--- config.mk ---
export PLATFORM = sky130hd
export DESIGN_NAME = mem_access_stage_flat
export DESIGN_NICKNAME = d
export VERILOG_FILES = /design/src/rtl/asip_pkg.sv /design/src/rtl/mem_access_stage_if.sv /design/src/rtl/mem_access_stage_timer.sv /design/src/rtl/mem_access_stage.sv /design/src/flat_wrapper.sv
export SDC_FILE = /design/constraint.sdc
export NUM_CORES = 1
export LEC_CHECK = 0
export ABC_AREA = 0
export ABC_CLOCK_PERIOD_IN_PS = 2250
export CORE_MARGIN = 5
export CORE_UTILIZATION = 45
export DETAILED_ROUTE_END_ITERATION = 10
export PLACE_DENSITY = 0.79
export SLEW_MARGIN = 20
export SYNTH_ARGS = -nofsm -noshare
export SYNTH_HDL_FRONTEND = slang
export SYNTH_SLANG_ARGS = --single-unit
--- constraint.sdc ---
create_clock -name clk -period 2.25 [get_ports clk]
set_clock_uncertainty 0.1 [all_clocks]
set_input_delay 0.675 -clock clk [delete_from_list [all_inputs] [get_ports clk]]
set_output_delay 0.675 -clock clk [all_outputs]
set_load 0.05 [all_outputs]
--- src/rtl/asip_pkg.sv ---
// Shared types for the memory-access stage.
// Contents: FSM state enum, register-index width, and the decoded mem-op struct.
package asip_pkg;

  localparam int unsigned REG_IDX_W = 4;

  typedef enum logic [0:0] {
    MEM_IDLE,
    MEM_ACCESS
  } mem_state_t;

  typedef struct packed {
    logic read;
    logic write;
  } mem_op_t;

  // Read and write both set is illegal; it is resolved as a load.
  function automatic mem_op_t decode_mem_op(input logic rd, input logic wr);
    mem_op_t op;
    op.read  = rd;
    op.write = wr & ~rd;
    return op;
  endfunction

endpackage

--- src/rtl/mem_access_stage_if.sv ---
// Bundle of execute-side, data-memory and writeback signals for mem_access_stage.
// Modports:
//   master - the memory stage: consumes ex_*/flush/mem_rdata/mem_ack and drives stall,
//            mem_req/we/addr/wdata, wb_* and mem_error.
//   slave  - the environment (execute stage, data memory, writeback) on the other side.
interface mem_access_stage_if #(
  parameter int unsigned dataSize = 8,
  parameter int unsigned addrSize = 8
);
  import asip_pkg::*;

  logic                 ex_valid;
  logic [dataSize-1:0]  ex_result;
  logic [dataSize-1:0]  ex_store_data;
  logic                 ex_mem_read;
  logic                 ex_mem_write;
  logic [REG_IDX_W-1:0] ex_rd;
  logic                 ex_reg_write;
  logic                 ex_neg_flag;
  logic                 ex_zero_flag;
  logic                 flush;
  logic                 stall;

  logic                 mem_req;
  logic                 mem_we;
  logic [addrSize-1:0]  mem_addr;
  logic [dataSize-1:0]  mem_wdata;
  logic [dataSize-1:0]  mem_rdata;
  logic                 mem_ack;

  logic                 wb_valid;
  logic [dataSize-1:0]  wb_data;
  logic [REG_IDX_W-1:0] wb_rd;
  logic                 wb_reg_write;
  logic                 wb_neg_flag;
  logic                 wb_zero_flag;
  logic                 mem_error;

  modport master (
    input  ex_valid, ex_result, ex_store_data, ex_mem_read, ex_mem_write, ex_rd,
           ex_reg_write, ex_neg_flag, ex_zero_flag, flush, mem_rdata, mem_ack,
    output stall, mem_req, mem_we, mem_addr, mem_wdata,
           wb_valid, wb_data, wb_rd, wb_reg_write, wb_neg_flag, wb_zero_flag, mem_error
  );

  modport slave (
    output ex_valid, ex_result, ex_store_data, ex_mem_read, ex_mem_write, ex_rd,
           ex_reg_write, ex_neg_flag, ex_zero_flag, flush, mem_rdata, mem_ack,
    input  stall, mem_req, mem_we, mem_addr, mem_wdata,
           wb_valid, wb_data, wb_rd, wb_reg_write, wb_neg_flag, wb_zero_flag, mem_error
  );

endinterface

--- src/rtl/mem_access_stage_timer.sv ---
// mem_wait_timer: counts ACCESS cycles without an ack.
// Ports: clk, rst_n (async active-low), i_clear (sync clear), i_enable (count this cycle),
//        o_tc (this enabled cycle is the MAX_WAIT-th one; the access must be abandoned).
module mem_wait_timer #(
  parameter int unsigned MAX_WAIT = 15
) (
  input  logic clk,
  input  logic rst_n,
  input  logic i_clear,
  input  logic i_enable,
  output logic o_tc
);

  localparam int unsigned CntW = $clog2(MAX_WAIT + 1);
  localparam logic [CntW-1:0] LastCnt = CntW'(MAX_WAIT - 1);

  logic [CntW-1:0] r_count;

  always_ff @(posedge clk or negedge rst_n) begin
    if (!rst_n) begin
      r_count <= '0;
    end else if (i_clear) begin
      r_count <= '0;
    end else if (i_enable) begin
      r_count <= r_count + CntW'(1);
    end
  end

  // Fires while the count is one short so the edge that would reach MAX_WAIT ends the access.
  assign o_tc = i_enable && (r_count == LastCnt);

endmodule

--- src/rtl/mem_access_stage.sv ---
// mem_access_stage: memory stage after the ALU. Non-memory ops pass to writeback in one cycle;
// loads/stores are captured, issued over a req/ack bus while stalling upstream, and abandoned
// with a mem_error pulse after MAX_WAIT unacknowledged cycles.
// Ports: clk, rst_n (async active-low), io_bus (mem_access_stage_if.master: ex_*, flush, stall,
//        mem_* bus, wb_* outputs, mem_error).
module mem_access_stage
  import asip_pkg::*;
#(
  parameter int unsigned dataSize = 8,
  parameter int unsigned addrSize = 8,
  parameter int unsigned MAX_WAIT = 15
) (
  input  logic                clk,
  input  logic                rst_n,
  mem_access_stage_if.master  io_bus
);

  mem_state_t r_state, w_state_next;

  mem_op_t              r_op;
  logic [dataSize-1:0]  r_result;
  logic [REG_IDX_W-1:0] r_rd;
  logic                 r_reg_write, r_neg, r_zero, r_kill;
  logic [addrSize-1:0]  r_mem_addr;
  logic [dataSize-1:0]  r_mem_wdata;

  logic                 r_wb_valid, r_wb_reg_write, r_wb_neg, r_wb_zero, r_mem_error;
  logic [dataSize-1:0]  r_wb_data;
  logic [REG_IDX_W-1:0] r_wb_rd;

  mem_op_t w_op;
  logic    w_is_mem, w_capture, w_pass, w_done, w_timeout, w_stall, w_tc, w_tmr_en;

  assign w_op     = decode_mem_op(io_bus.ex_mem_read, io_bus.ex_mem_write);
  assign w_is_mem = w_op.read | w_op.write;
  assign w_tmr_en = (r_state == MEM_ACCESS) && !io_bus.mem_ack;

  mem_wait_timer #(
    .MAX_WAIT(MAX_WAIT)
  ) u_timer (
    .clk     (clk),
    .rst_n   (rst_n),
    .i_clear (w_capture),
    .i_enable(w_tmr_en),
    .o_tc    (w_tc)
  );

  always_ff @(posedge clk or negedge rst_n) begin
    if (!rst_n) r_state <= MEM_IDLE;
    else        r_state <= w_state_next;
  end

  always_comb begin
    w_state_next = r_state;
    w_stall      = 1'b0;
    w_capture    = 1'b0;
    w_pass       = 1'b0;
    w_done       = 1'b0;
    w_timeout    = 1'b0;
    unique case (r_state)
      MEM_IDLE: begin
        if (io_bus.ex_valid && !io_bus.flush) begin
          if (w_is_mem) begin
            w_capture    = 1'b1;
            w_stall      = 1'b1;
            w_state_next = MEM_ACCESS;
          end else begin
            w_pass = 1'b1;
          end
        end
      end
      MEM_ACCESS: begin
        // Upstream advances on the ack edge, so stall drops in that cycle only.
        w_stall = !io_bus.mem_ack;
        if (io_bus.mem_ack) begin
          w_done       = 1'b1;
          w_state_next = MEM_IDLE;
        end else if (w_tc) begin
          w_timeout    = 1'b1;
          w_state_next = MEM_IDLE;
        end
      end
      default: w_state_next = MEM_IDLE;
    endcase
  end

  always_ff @(posedge clk or negedge rst_n) begin
    if (!rst_n) begin
      r_op           <= '0;
      r_result       <= '0;
      r_rd           <= '0;
      r_reg_write    <= 1'b0;
      r_neg          <= 1'b0;
      r_zero         <= 1'b0;
      r_kill         <= 1'b0;
      r_mem_addr     <= '0;
      r_mem_wdata    <= '0;
      r_wb_valid     <= 1'b0;
      r_wb_data      <= '0;
      r_wb_rd        <= '0;
      r_wb_reg_write <= 1'b0;
      r_wb_neg       <= 1'b0;
      r_wb_zero      <= 1'b0;
      r_mem_error    <= 1'b0;
    end else begin
      r_wb_valid  <= 1'b0;
      r_mem_error <= w_timeout;
      if (w_capture) begin
        r_op        <= w_op;
        r_result    <= io_bus.ex_result;
        r_rd        <= io_bus.ex_rd;
        r_reg_write <= io_bus.ex_reg_write;
        r_neg       <= io_bus.ex_neg_flag;
        r_zero      <= io_bus.ex_zero_flag;
        r_kill      <= 1'b0;
        // Truncates or zero-extends the ALU result to the bus address width.
        r_mem_addr  <= addrSize'(io_bus.ex_result);
        r_mem_wdata <= io_bus.ex_store_data;
      end else if ((r_state == MEM_ACCESS) && io_bus.flush) begin
        r_kill <= 1'b1;
      end
      if (w_pass) begin
        r_wb_valid     <= 1'b1;
        r_wb_data      <= io_bus.ex_result;
        r_wb_rd        <= io_bus.ex_rd;
        r_wb_reg_write <= io_bus.ex_reg_write;
        r_wb_neg       <= io_bus.ex_neg_flag;
        r_wb_zero      <= io_bus.ex_zero_flag;
      end
      // A flush in the ack cycle itself also kills the result.
      if (w_done && !(r_kill || io_bus.flush)) begin
        r_wb_valid <= 1'b1;
        r_wb_rd    <= r_rd;
        if (r_op.read) begin
          r_wb_data      <= io_bus.mem_rdata;
          r_wb_zero      <= (io_bus.mem_rdata == '0);
          r_wb_neg       <= io_bus.mem_rdata[dataSize-1];
          r_wb_reg_write <= r_reg_write;
        end else begin
          r_wb_data      <= r_result;
          r_wb_zero      <= r_zero;
          r_wb_neg       <= r_neg;
          r_wb_reg_write <= 1'b0;
        end
      end
    end
  end

  assign io_bus.stall        = rst_n & w_stall;
  assign io_bus.mem_req      = (r_state == MEM_ACCESS);
  assign io_bus.mem_we       = (r_state == MEM_ACCESS) & r_op.write;
  assign io_bus.mem_addr     = r_mem_addr;
  assign io_bus.mem_wdata    = r_mem_wdata;
  assign io_bus.wb_valid     = r_wb_valid;
  assign io_bus.wb_data      = r_wb_data;
  assign io_bus.wb_rd        = r_wb_rd;
  assign io_bus.wb_reg_write = r_wb_reg_write;
  assign io_bus.wb_neg_flag  = r_wb_neg;
  assign io_bus.wb_zero_flag = r_wb_zero;
  assign io_bus.mem_error    = r_mem_error;

endmodule
--- src/flat_wrapper.sv ---
// flat-port wrapper written by rule: the top's interface ports become plain ports
module mem_access_stage_flat import asip_pkg::*;
#(
  parameter int unsigned dataSize = 8,
  parameter int unsigned addrSize = 8,
  parameter int unsigned MAX_WAIT = 15
)
  (clk, rst_n, io_bus_ex_valid, io_bus_ex_result, io_bus_ex_store_data, io_bus_ex_mem_read, io_bus_ex_mem_write, io_bus_ex_rd, io_bus_ex_reg_write, io_bus_ex_neg_flag, io_bus_ex_zero_flag, io_bus_flush, io_bus_mem_rdata, io_bus_mem_ack, io_bus_stall, io_bus_mem_req, io_bus_mem_we, io_bus_mem_addr, io_bus_mem_wdata, io_bus_wb_valid, io_bus_wb_data, io_bus_wb_rd, io_bus_wb_reg_write, io_bus_wb_neg_flag, io_bus_wb_zero_flag, io_bus_mem_error);
  mem_access_stage_if #(.dataSize(dataSize), .addrSize(addrSize)) io_bus_i ();
  input  logic clk;
  input  logic rst_n;
  input wire logic [$bits(io_bus_i.ex_valid)-1:0] io_bus_ex_valid;
  input wire logic [$bits(io_bus_i.ex_result)-1:0] io_bus_ex_result;
  input wire logic [$bits(io_bus_i.ex_store_data)-1:0] io_bus_ex_store_data;
  input wire logic [$bits(io_bus_i.ex_mem_read)-1:0] io_bus_ex_mem_read;
  input wire logic [$bits(io_bus_i.ex_mem_write)-1:0] io_bus_ex_mem_write;
  input wire logic [$bits(io_bus_i.ex_rd)-1:0] io_bus_ex_rd;
  input wire logic [$bits(io_bus_i.ex_reg_write)-1:0] io_bus_ex_reg_write;
  input wire logic [$bits(io_bus_i.ex_neg_flag)-1:0] io_bus_ex_neg_flag;
  input wire logic [$bits(io_bus_i.ex_zero_flag)-1:0] io_bus_ex_zero_flag;
  input wire logic [$bits(io_bus_i.flush)-1:0] io_bus_flush;
  input wire logic [$bits(io_bus_i.mem_rdata)-1:0] io_bus_mem_rdata;
  input wire logic [$bits(io_bus_i.mem_ack)-1:0] io_bus_mem_ack;
  output wire logic [$bits(io_bus_i.stall)-1:0] io_bus_stall;
  output wire logic [$bits(io_bus_i.mem_req)-1:0] io_bus_mem_req;
  output wire logic [$bits(io_bus_i.mem_we)-1:0] io_bus_mem_we;
  output wire logic [$bits(io_bus_i.mem_addr)-1:0] io_bus_mem_addr;
  output wire logic [$bits(io_bus_i.mem_wdata)-1:0] io_bus_mem_wdata;
  output wire logic [$bits(io_bus_i.wb_valid)-1:0] io_bus_wb_valid;
  output wire logic [$bits(io_bus_i.wb_data)-1:0] io_bus_wb_data;
  output wire logic [$bits(io_bus_i.wb_rd)-1:0] io_bus_wb_rd;
  output wire logic [$bits(io_bus_i.wb_reg_write)-1:0] io_bus_wb_reg_write;
  output wire logic [$bits(io_bus_i.wb_neg_flag)-1:0] io_bus_wb_neg_flag;
  output wire logic [$bits(io_bus_i.wb_zero_flag)-1:0] io_bus_wb_zero_flag;
  output wire logic [$bits(io_bus_i.mem_error)-1:0] io_bus_mem_error;
  assign io_bus_i.ex_valid = io_bus_ex_valid;
  assign io_bus_i.ex_result = io_bus_ex_result;
  assign io_bus_i.ex_store_data = io_bus_ex_store_data;
  assign io_bus_i.ex_mem_read = io_bus_ex_mem_read;
  assign io_bus_i.ex_mem_write = io_bus_ex_mem_write;
  assign io_bus_i.ex_rd = io_bus_ex_rd;
  assign io_bus_i.ex_reg_write = io_bus_ex_reg_write;
  assign io_bus_i.ex_neg_flag = io_bus_ex_neg_flag;
  assign io_bus_i.ex_zero_flag = io_bus_ex_zero_flag;
  assign io_bus_i.flush = io_bus_flush;
  assign io_bus_i.mem_rdata = io_bus_mem_rdata;
  assign io_bus_i.mem_ack = io_bus_mem_ack;
  assign io_bus_stall = io_bus_i.stall;
  assign io_bus_mem_req = io_bus_i.mem_req;
  assign io_bus_mem_we = io_bus_i.mem_we;
  assign io_bus_mem_addr = io_bus_i.mem_addr;
  assign io_bus_mem_wdata = io_bus_i.mem_wdata;
  assign io_bus_wb_valid = io_bus_i.wb_valid;
  assign io_bus_wb_data = io_bus_i.wb_data;
  assign io_bus_wb_rd = io_bus_i.wb_rd;
  assign io_bus_wb_reg_write = io_bus_i.wb_reg_write;
  assign io_bus_wb_neg_flag = io_bus_i.wb_neg_flag;
  assign io_bus_wb_zero_flag = io_bus_i.wb_zero_flag;
  assign io_bus_mem_error = io_bus_i.mem_error;
  mem_access_stage #(.dataSize(dataSize), .addrSize(addrSize), .MAX_WAIT(MAX_WAIT)) u_core (.clk(clk), .rst_n(rst_n), .io_bus(io_bus_i));
endmodule
==> out/summary.json, run 1 <==
{
  "status": {
    "outcome": "finished clean"
  },
  "timing": {
    "worst_hold_slack_ns": 0.410,
    "timing.slew.headroom_pct": 59.6,
    "min_period_over_period_pct": 98.2,
    "rsz0062_at_grt": "false",
    "drv_slew": 0,
    "fmaxAchievable_ghz": 0.453,
    "tightest_slew_ns": 0.606,
    "finalHoldViolCount": 0,
    "report.final.setup_viol": 0,
    "period_needed_ns": 2.21
  },
  "synthesis": {
    "yosysWarnings": 0,
    "ys_dominant_reg_cell": "sky130_fd_sc_hd__dfrtp_1",
    "syn_area_per_cell_um2": 12.1,
    "synth_seq_area_share_pct": 53.9,
    "synthDistinctLibCells": 40,
    "synth.top_cell.area_share_pct": 53.9,
    "synthCells": 185,
    "synth-edff-count": 0,
    "synth_fp_nets": 225,
    "library_cell_occupying_the_most_area_in_the_post_synthesis_netlist": "sky130_fd_sc_hd__dfrtp_1",
    "mappedNetlistArea_um2": 2230,
    "synth.top_cells.by_area": "sky130_fd_sc_hd__dfrtp_1, sky130_fd_sc_hd__mux2_2, sky130_fd_sc_hd__mux2i_1",
    "async_flop_share_pct": 100,
    "ys_ff_latch": 48
  },
  "global_routing": {
    "via_count_of_the_first_global_routing_pass": 1788,
    "maximum_number_of_pins_on_one_net_before_global_route_repair": 49,
    "grt-ovfl-total": 0,
    "grt_antenna_before_repair": 0,
    "grt_util_all_layers_pct": 18.1,
    "grt_first_pass_wirelength_um": 8980
  },
  "finish": {
    "final_net_count": 315,
    "post-route-cell-area_um2": 3210,
    "final_layout_size_suffix_gt1_share_pct": 36.0,
    "synthToLayoutAreaGrowth_pct": 44.2,
    "fillerInstances": 380,
    "n_diodes": 0
  },
  "cts": {
    "cts.root.buffer_cell": "sky130_fd_sc_hd__clkbuf_8",
    "cts_hold_buffers": 0,
    "tritoncts": "yes",
    "clk_transition_reported_paths_ns": 0.08,
    "numClockSinks": 48,
    "clock_path_buffers": 2,
    "later_pin_clock_latency_in_the_skew_report_ns": 0.29,
    "h-tree-depth": 2,
    "cts_made_buffers": 5
  },
  "setup_path": {
    "crit_path_start_kind": "flop",
    "critical_path_buf_inv_count": 1,
    "critical_path_class": "reg2out",
    "crit_path_cell_trace": "clkdlybuf4s50_1",
    "cp.required_ns": 1.47,
    "worst-endpoint-arrival_ns": 1.43,
    "critical_path.endpoint_type": "output pin",
    "timing.critical_path.fanout_max": 1,
    "slowest_stage": "sky130_fd_sc_hd__clkdlybuf4s50_1",
    "critical_path.max_stage_delay_ns": 0.80,
    "worst_path_dominant_cell_family": "buffers and inverters"
  },
  "die": {
    "die_width_um": 80.4,
    "starting_utilization_of_the_core_area_pct": 46.9,
    "floorplan.io_pins": 74,
    "core_region_area_um2": 4750,
    "die_h_um": 80.4,
    "die_area_um2": 6460,
    "std_cell_rows": 25
  },
  "power_and_ir_drop": {
    "p_leak_nw": 1.49,
    "cellPowerDensity_nw_per_um2": 991,
    "vdd.ir_drop.worst_mv": 0.606
  },
  "place": {
    "portBuffers": 73,
    "globalplace.congestion": 0.767,
    "hpwlAfterDp_um": 4080,
    "detailed_place.area_um2": 3070
  },
  "drt": {
    "drt_first_iter_violations": 103,
    "drc": 0,
    "drtAntennaViolNets": 0,
    "wire_per_inst_um": 16.5,
    "route.vias.total": 1762,
    "drt-vias-per-instance": 5.15,
    "drt-total-wl_um": 5650,
    "dr.pass1.iters": 4
  },
  "worst_hold_path": {
    "hp-class": "reg2reg"
  },
  "run": {
    "max_cap_viol_count": 0
  }
}
[through the flow]
step                      TNS [ns]  util, %  cells  total power, mW  setup slack [ns]
after floorplan                  0        -    185             2.20           0.00871
after global placement       -7.24     64.6    329             2.68            -0.347
after detailed placement     -7.70     64.6    329             2.71            -0.352
after CTS                        0     66.8    338             3.20            0.0123
after global routing             0     67.6    342             3.35           0.00401
final                            0     67.6    342             3.19            0.0403
[final timing paths]
kind	from	to	slack [ns]	cells past startpoint
setup / recovery	u_core.io_bus.wb_valid	io_bus_wb_valid	0.04	1
hold / removal	u_core.r_neg	u_core.r_neg	0.41	1
setup reg to reg	u_core.io_bus.mem_req	u_core.io_bus.wb_data[4]	0.46	4
hold reg to reg	u_core.r_neg	u_core.r_neg	0.41	1
max in group asynchronous	rst_n	u_core.io_bus.mem_req	1.19	2
min in group asynchronous	rst_n	u_core.r_zero	0.43	2
[flip-flops by register name (all words and copies together) (netlist names), 2 cells and up]
signal	count
u_core.io_bus.mem_wdata	8
u_core.r_op	2
u_core.r_rd	4
u_core.u_timer.r_count	4
u_core.io_bus.wb_rd	4
u_core.io_bus.wb_data	8
u_core.io_bus.mem_addr	8
[worst reg2reg max path, stage by stage (launching register included)]
cell                      delay [ns]
sky130_fd_sc_hd__dfrtp_2        0.47
sky130_fd_sc_hd__nor3b_4        0.24
sky130_fd_sc_hd__buf_4          0.28
sky130_fd_sc_hd__nand2_2        0.19
sky130_fd_sc_hd__a311o_1        0.40
[synth_stat cells, types with 2 or more instances]
library cell,number
sky130_fd_sc_hd__nand3_1,4
sky130_fd_sc_hd__mux2_4,6
sky130_fd_sc_hd__mux2_2,17
sky130_fd_sc_hd__inv_1,2
sky130_fd_sc_hd__o221ai_1,2
sky130_fd_sc_hd__nor3b_1,2
sky130_fd_sc_hd__a31oi_1,5
sky130_fd_sc_hd__ha_1,2
sky130_fd_sc_hd__nor2_1,16
sky130_fd_sc_hd__nand2_1,6
sky130_fd_sc_hd__dfrtp_1,48
sky130_fd_sc_hd__a311o_1,7
sky130_fd_sc_hd__clkbuf_1,4
sky130_fd_sc_hd__and3_1,8
sky130_fd_sc_hd__nor4_1,2
sky130_fd_sc_hd__buf_2,5
sky130_fd_sc_hd__a21oi_1,11
sky130_fd_sc_hd__mux2i_1,9
sky130_fd_sc_hd__o21ai_0,8
[logic make-up after synthesis]
group	synth area share (%)
adder cells (fa/ha/maj)	1.12
buffers and inverters	3.87
AND/OR/NAND/NOR	12.7
flip-flops	53.9
XOR/XNOR	0.393
AO/OA/AOI/OAI	11.3
multiplexers	16.7
[where the power goes]
group	total, mW	internal, mW	switching, mW
Sequential	1.26	1.09	0.170
Combinational	1.44	0.546	0.898
Clock	0.483	0.212	0.271
[final cells by class]
| type | instances | area (µm²) | area share (%) |
|---|---|---|---|
| clock inverter | 1 | 5.00 | 0.156 |
| timing repair buffer | 95 | 861 | 26.8 |
| multi-input combinational | 123 | 982 | 30.6 |
| clock buffer | 6 | 72.6 | 2.26 |
| inverter | 2 | 7.51 | 0.234 |
| tap | 67 | 83.8 | 2.61 |
| sequential | 48 | 1200 | 37.4 |
[layout by cell type, fill, tap and decap left out, drive strengths merged, types with 2 or more instances in the layout]
master          n
mux2           23
o221ai          2
clkbuf          6
a21oi          11
ha              2
clkdlybuf4s15   2
nor2           18
inv             2
clkdlybuf4s50  32
nor3b           2
mux2i           9
dfrtp          48
o21ai           8
a311o           7
buf            60
nor4            2
and3            8
a31oi           5
nand3           4
nand2           7
[routing by layer]
layer | vias to the layer above | wire [µm] | track usage, %
met5 | - | 0 | 0
met2 | 49 | 2900 | 30.0
li1 | 855 | - | -
met4 | 0 | 46 | 5.07
met3 | 4 | 270 | 2.69
met1 | 854 | 2430 | 24.7
[repair_timing]
item | CTS | global route
setup endpoints to repair | 1 | 1
setup buffers | 2 | 4
pin swaps | 4 | 4
resized for setup | 17 | 4
Power figures use the tool's default switching activity.
==> run 2: changes to the inputs <==
--- a/config.mk
+++ b/config.mk
@@ -7,6 +7,7 @@
 export LEC_CHECK = 0
 export ABC_AREA = 0
 export ABC_CLOCK_PERIOD_IN_PS = 2250
+export CORE_ASPECT_RATIO = 1.75
 export CORE_MARGIN = 5
 export CORE_UTILIZATION = 45
 export DETAILED_ROUTE_END_ITERATION = 10
==> run 2 against run 1 <==
Effect of this change: clock power shrank 0.8%; wire length shrank 2.0%; final area decreased by 1.3%; non-clock buffer count shrank 1; maximum frequency hardly changed; final cell count fell by 4.1%; combinational power barely moved; highest routed layer unchanged.
==> out/summary.json, run 2 (synthesized netlist as in run 1, its figures left out) <==
{
  "die": {
    "starting_utilization_of_the_core_area": {"value": 45.6, "unit": "%", "change": "-1.3 points"},
    "floorplan.io_pins": {"value": 74, "change": "unchanged"},
    "std_cell_rows": {"value": 34, "change": "+36%"},
    "die_area": {"value": 6520, "unit": "µm²", "change": "+0.86%"},
    "core_region_area": {"value": 4890, "unit": "µm²", "change": "+2.9%"},
    "die_width": {"value": 63.2, "unit": "µm", "change": "-21%"},
    "die_h": {"value": 103, "unit": "µm", "change": "+28%"}
  },
  "power_and_ir_drop": {
    "p_leak": {"value": 1.50, "unit": "nW", "change": "+0.66%"},
    "part_of_the_total_power_dissipated_in_sequential_elements": {"value": 39.8, "unit": "%", "change": "+0.3 points"},
    "share_comb_of_total_power": {"value": 45.1, "unit": "%", "change": "-0.2 points"},
    "power.share.switching": {"value": 41.9, "unit": "%", "change": "-0.17 points"},
    "p_int": {"value": 1.84, "unit": "mW", "change": "-0.31%"},
    "net_switching_power": {"value": 1.33, "unit": "mW", "change": "-0.99%"},
    "power.clock.fraction": {"value": 15.1, "unit": "%", "change": "about the same"},
    "vdd.ir_drop.worst": {"value": 0.680, "unit": "mV", "change": "+12%"},
    "cellPowerDensity": {"value": 998, "unit": "nW/µm²", "change": "+0.70%"},
    "total_power": {"value": 3.17, "unit": "mW", "change": "-0.60%"}
  },
  "global_routing": {
    "grt_first_pass_wirelength": {"value": 9180, "unit": "µm", "change": "+2.2%"},
    "via_count_of_the_first_global_routing_pass": {"value": 1902, "change": "+6.4%"},
    "grt_util_all_layers": {"value": 18.0, "unit": "%", "change": "-0.074 points"},
    "grt-ovfl-total": {"value": 0, "change": "unchanged"},
    "maximum_number_of_pins_on_one_net_before_global_route_repair": {"value": 49, "change": "unchanged"},
    "grt_antenna_before_repair": {"value": 0, "change": "unchanged"}
  },
  "finish": {
    "final_core_utilization": {"value": 64.9, "unit": "%", "change": "-2.7 points"},
    "synthToLayoutAreaGrowth_pct": 42.3,
    "final_layout_size_suffix_gt1_share": {"value": 35.8, "unit": "%", "change": "-0.23 points"},
    "final-seq-area": {"value": 1200, "unit": "µm²", "change": "unchanged"},
    "mostFrequentLayoutCells": "sky130_fd_sc_hd__buf_4, sky130_fd_sc_hd__dfrtp_1, sky130_fd_sc_hd__clkdlybuf4s50_1",
    "area_of_the_multi_input_gates": {"value": 982, "unit": "µm²", "change": "unchanged"},
    "n_diodes": {"value": 0, "change": "unchanged"},
    "final_net_count": {"value": 314, "change": "-0.32%"},
    "layout_commonest_cell": "sky130_fd_sc_hd__buf_4",
    "fillerInstances": {"value": 417, "change": "+9.7%"}
  },
  "status": {
    "outcome": "finished clean"
  },
  "cts": {
    "tritoncts": "yes",
    "numClockSinks": {"value": 48, "change": "unchanged"},
    "cts_made_buffers": {"value": 5, "change": "unchanged"},
    "later_pin_clock_latency_in_the_skew_report": {"value": 0.30, "unit": "ns", "change": "about the same"},
    "cts.root.buffer_cell": "sky130_fd_sc_hd__clkbuf_8",
    "clk_transition_reported_paths": {"value": 0.08, "unit": "ns", "change": "about the same"},
    "clock_path_buffers": {"value": 2, "change": "unchanged"},
    "cts_hold_buffers": {"value": 0, "change": "unchanged"},
    "h-tree-depth": {"value": 2, "change": "unchanged"}
  },
  "timing": {
    "drv_slew": {"value": 0, "change": "unchanged"},
    "finalHoldViolCount": {"value": 0, "change": "unchanged"},
    "rsz0062_at_grt": "false",
    "report.final.setup_viol": {"value": 0, "change": "unchanged"},
    "finalSetupTns": {"value": 0, "unit": "ns", "change": "unchanged"},
    "timing.slew.headroom": {"value": 57.0, "unit": "%", "change": "-2.6 points"},
    "fmaxAchievable": {"value": 0.453, "unit": "GHz", "change": "about the same"},
    "tightest_slew": {"value": 0.645, "unit": "ns", "change": "+0.0389 ns"},
    "min_period_over_period": {"value": 98.2, "unit": "%", "change": "about the same"},
    "period_needed": {"value": 2.21, "unit": "ns", "change": "-0.000437 ns"}
  },
  "setup_path": {
    "crit_path_start_kind": "input pin",
    "r2r.worst_path.cells": {"value": 6, "change": "+2"},
    "timing.critical_path.fanout_max": {"value": 2, "change": "+1"},
    "critical_path_class": "in2out",
    "worst-endpoint-arrival": {"value": 1.43, "unit": "ns", "change": "about the same"},
    "critical_path.endpoint_type": "output pin",
    "cp.required": {"value": 1.47, "unit": "ns", "change": "about the same"}
  },
  "place": {
    "hpwlAfterDp": {"value": 4170, "unit": "µm", "change": "+2.3%"},
    "portBuffers": {"value": 73, "change": "unchanged"},
    "globalplace.congestion": {"value": 0.800, "change": "+4.3%"}
  },
  "run": {
    "max_cap_viol_count": {"value": 0, "change": "unchanged"}
  },
  "drt": {
    "wire_per_inst": {"value": 16.9, "unit": "µm", "change": "+2.2%"},
    "dr.pass1.iters": {"value": 4, "change": "unchanged"},
    "route.vias.total": {"value": 1828, "change": "+3.7%"},
    "drt_first_iter_violations": {"value": 34, "change": "-67%"},
    "drt-vias-per-instance": {"value": 5.57, "change": "+8.2%"},
    "drtAntennaViolNets": {"value": 0, "change": "unchanged"},
    "drt-total-wl": {"value": 5540, "unit": "µm", "change": "-2.0%"},
    "drc": {"value": 0, "change": "unchanged"}
  },
  "worst_hold_path": {
    "hp-class": "in2async"
  }
}
## run 2: power by group through the flow
stage	combinational [mW]	sequential [mW]	clock (mW)
after floorplan	0.361	1.84	0
after global placement	1.41	1.27	0
after detailed placement	1.43	1.28	0
after CTS	1.44	1.27	0.494
after global routing	1.51	1.29	0.537
final	1.43	1.26	0.479
## run 2: final cells by class
cell class              count  area share (%)
clock buffers               6            2.29
clock inverters             1           0.158
inverters                   2           0.237
multi-input cells         123            31.0
flip-flops and latches     48            37.9
well taps                  54            2.13
repair buffers             94            26.3
## run 2: worst max-delay path, stage by stage
cell	delay (ns)
sky130_fd_sc_hd__dlygate4sd2_1	0.25
sky130_fd_sc_hd__or2_4	0.24
sky130_fd_sc_hd__nand2_4	0.07
sky130_fd_sc_hd__a21boi_4	0.05
sky130_fd_sc_hd__buf_12	0.14
## run 2: worst paths after layout
kind,from,to,slack (ns)
worst max-delay path,io_bus_ex_mem_write,io_bus_stall,0.04
worst min-delay path,rst_n,u_core.io_bus.mem_wdata[1],0.38
worst max register to register,u_core.io_bus.mem_req,u_core.io_bus.wb_data[2],0.28
worst min register to register,u_core.r_rd[2],u_core.r_rd[2],0.41
max in group asynchronous,rst_n,u_core.io_bus.mem_req,1.24
min in group clk,u_core.r_rd[2],u_core.r_rd[2],0.41
## run 2: timing repair
action / CTS / global route
setup buffers: 1 / 2
pin swaps: 3 / 3
setup endpoints to repair: 1 / 2
hold endpoints to repair: 0 / 0
gates resized for setup: 15 / 2
## run 2: layer usage
metal  track usage (%)  vias to the layer above  routed length, µm
met4              9.28                        0                146
met2              32.9                       55               3100
li1                  -                      852                  -
met5                 0                        -                  0
met3              4.03                        8                296
met1              19.3                      913               1990
## run 2: per-stage QoR
stage / cells / cell area [µm²] / hold WS (ns) / setup slack [ns]
after global routing: 328 / 3170 / 0.435 / 0.00537
after detailed placement: 318 / 3060 / 0.394 / -0.313
after global placement: 318 / 3060 / 0.389 / -0.293
after CTS: 326 / 3150 / 0.405 / 0.00236
final: 328 / 3170 / 0.385 / 0.0407
after floorplan: 185 / 2250 / 0.279 / 0.00871
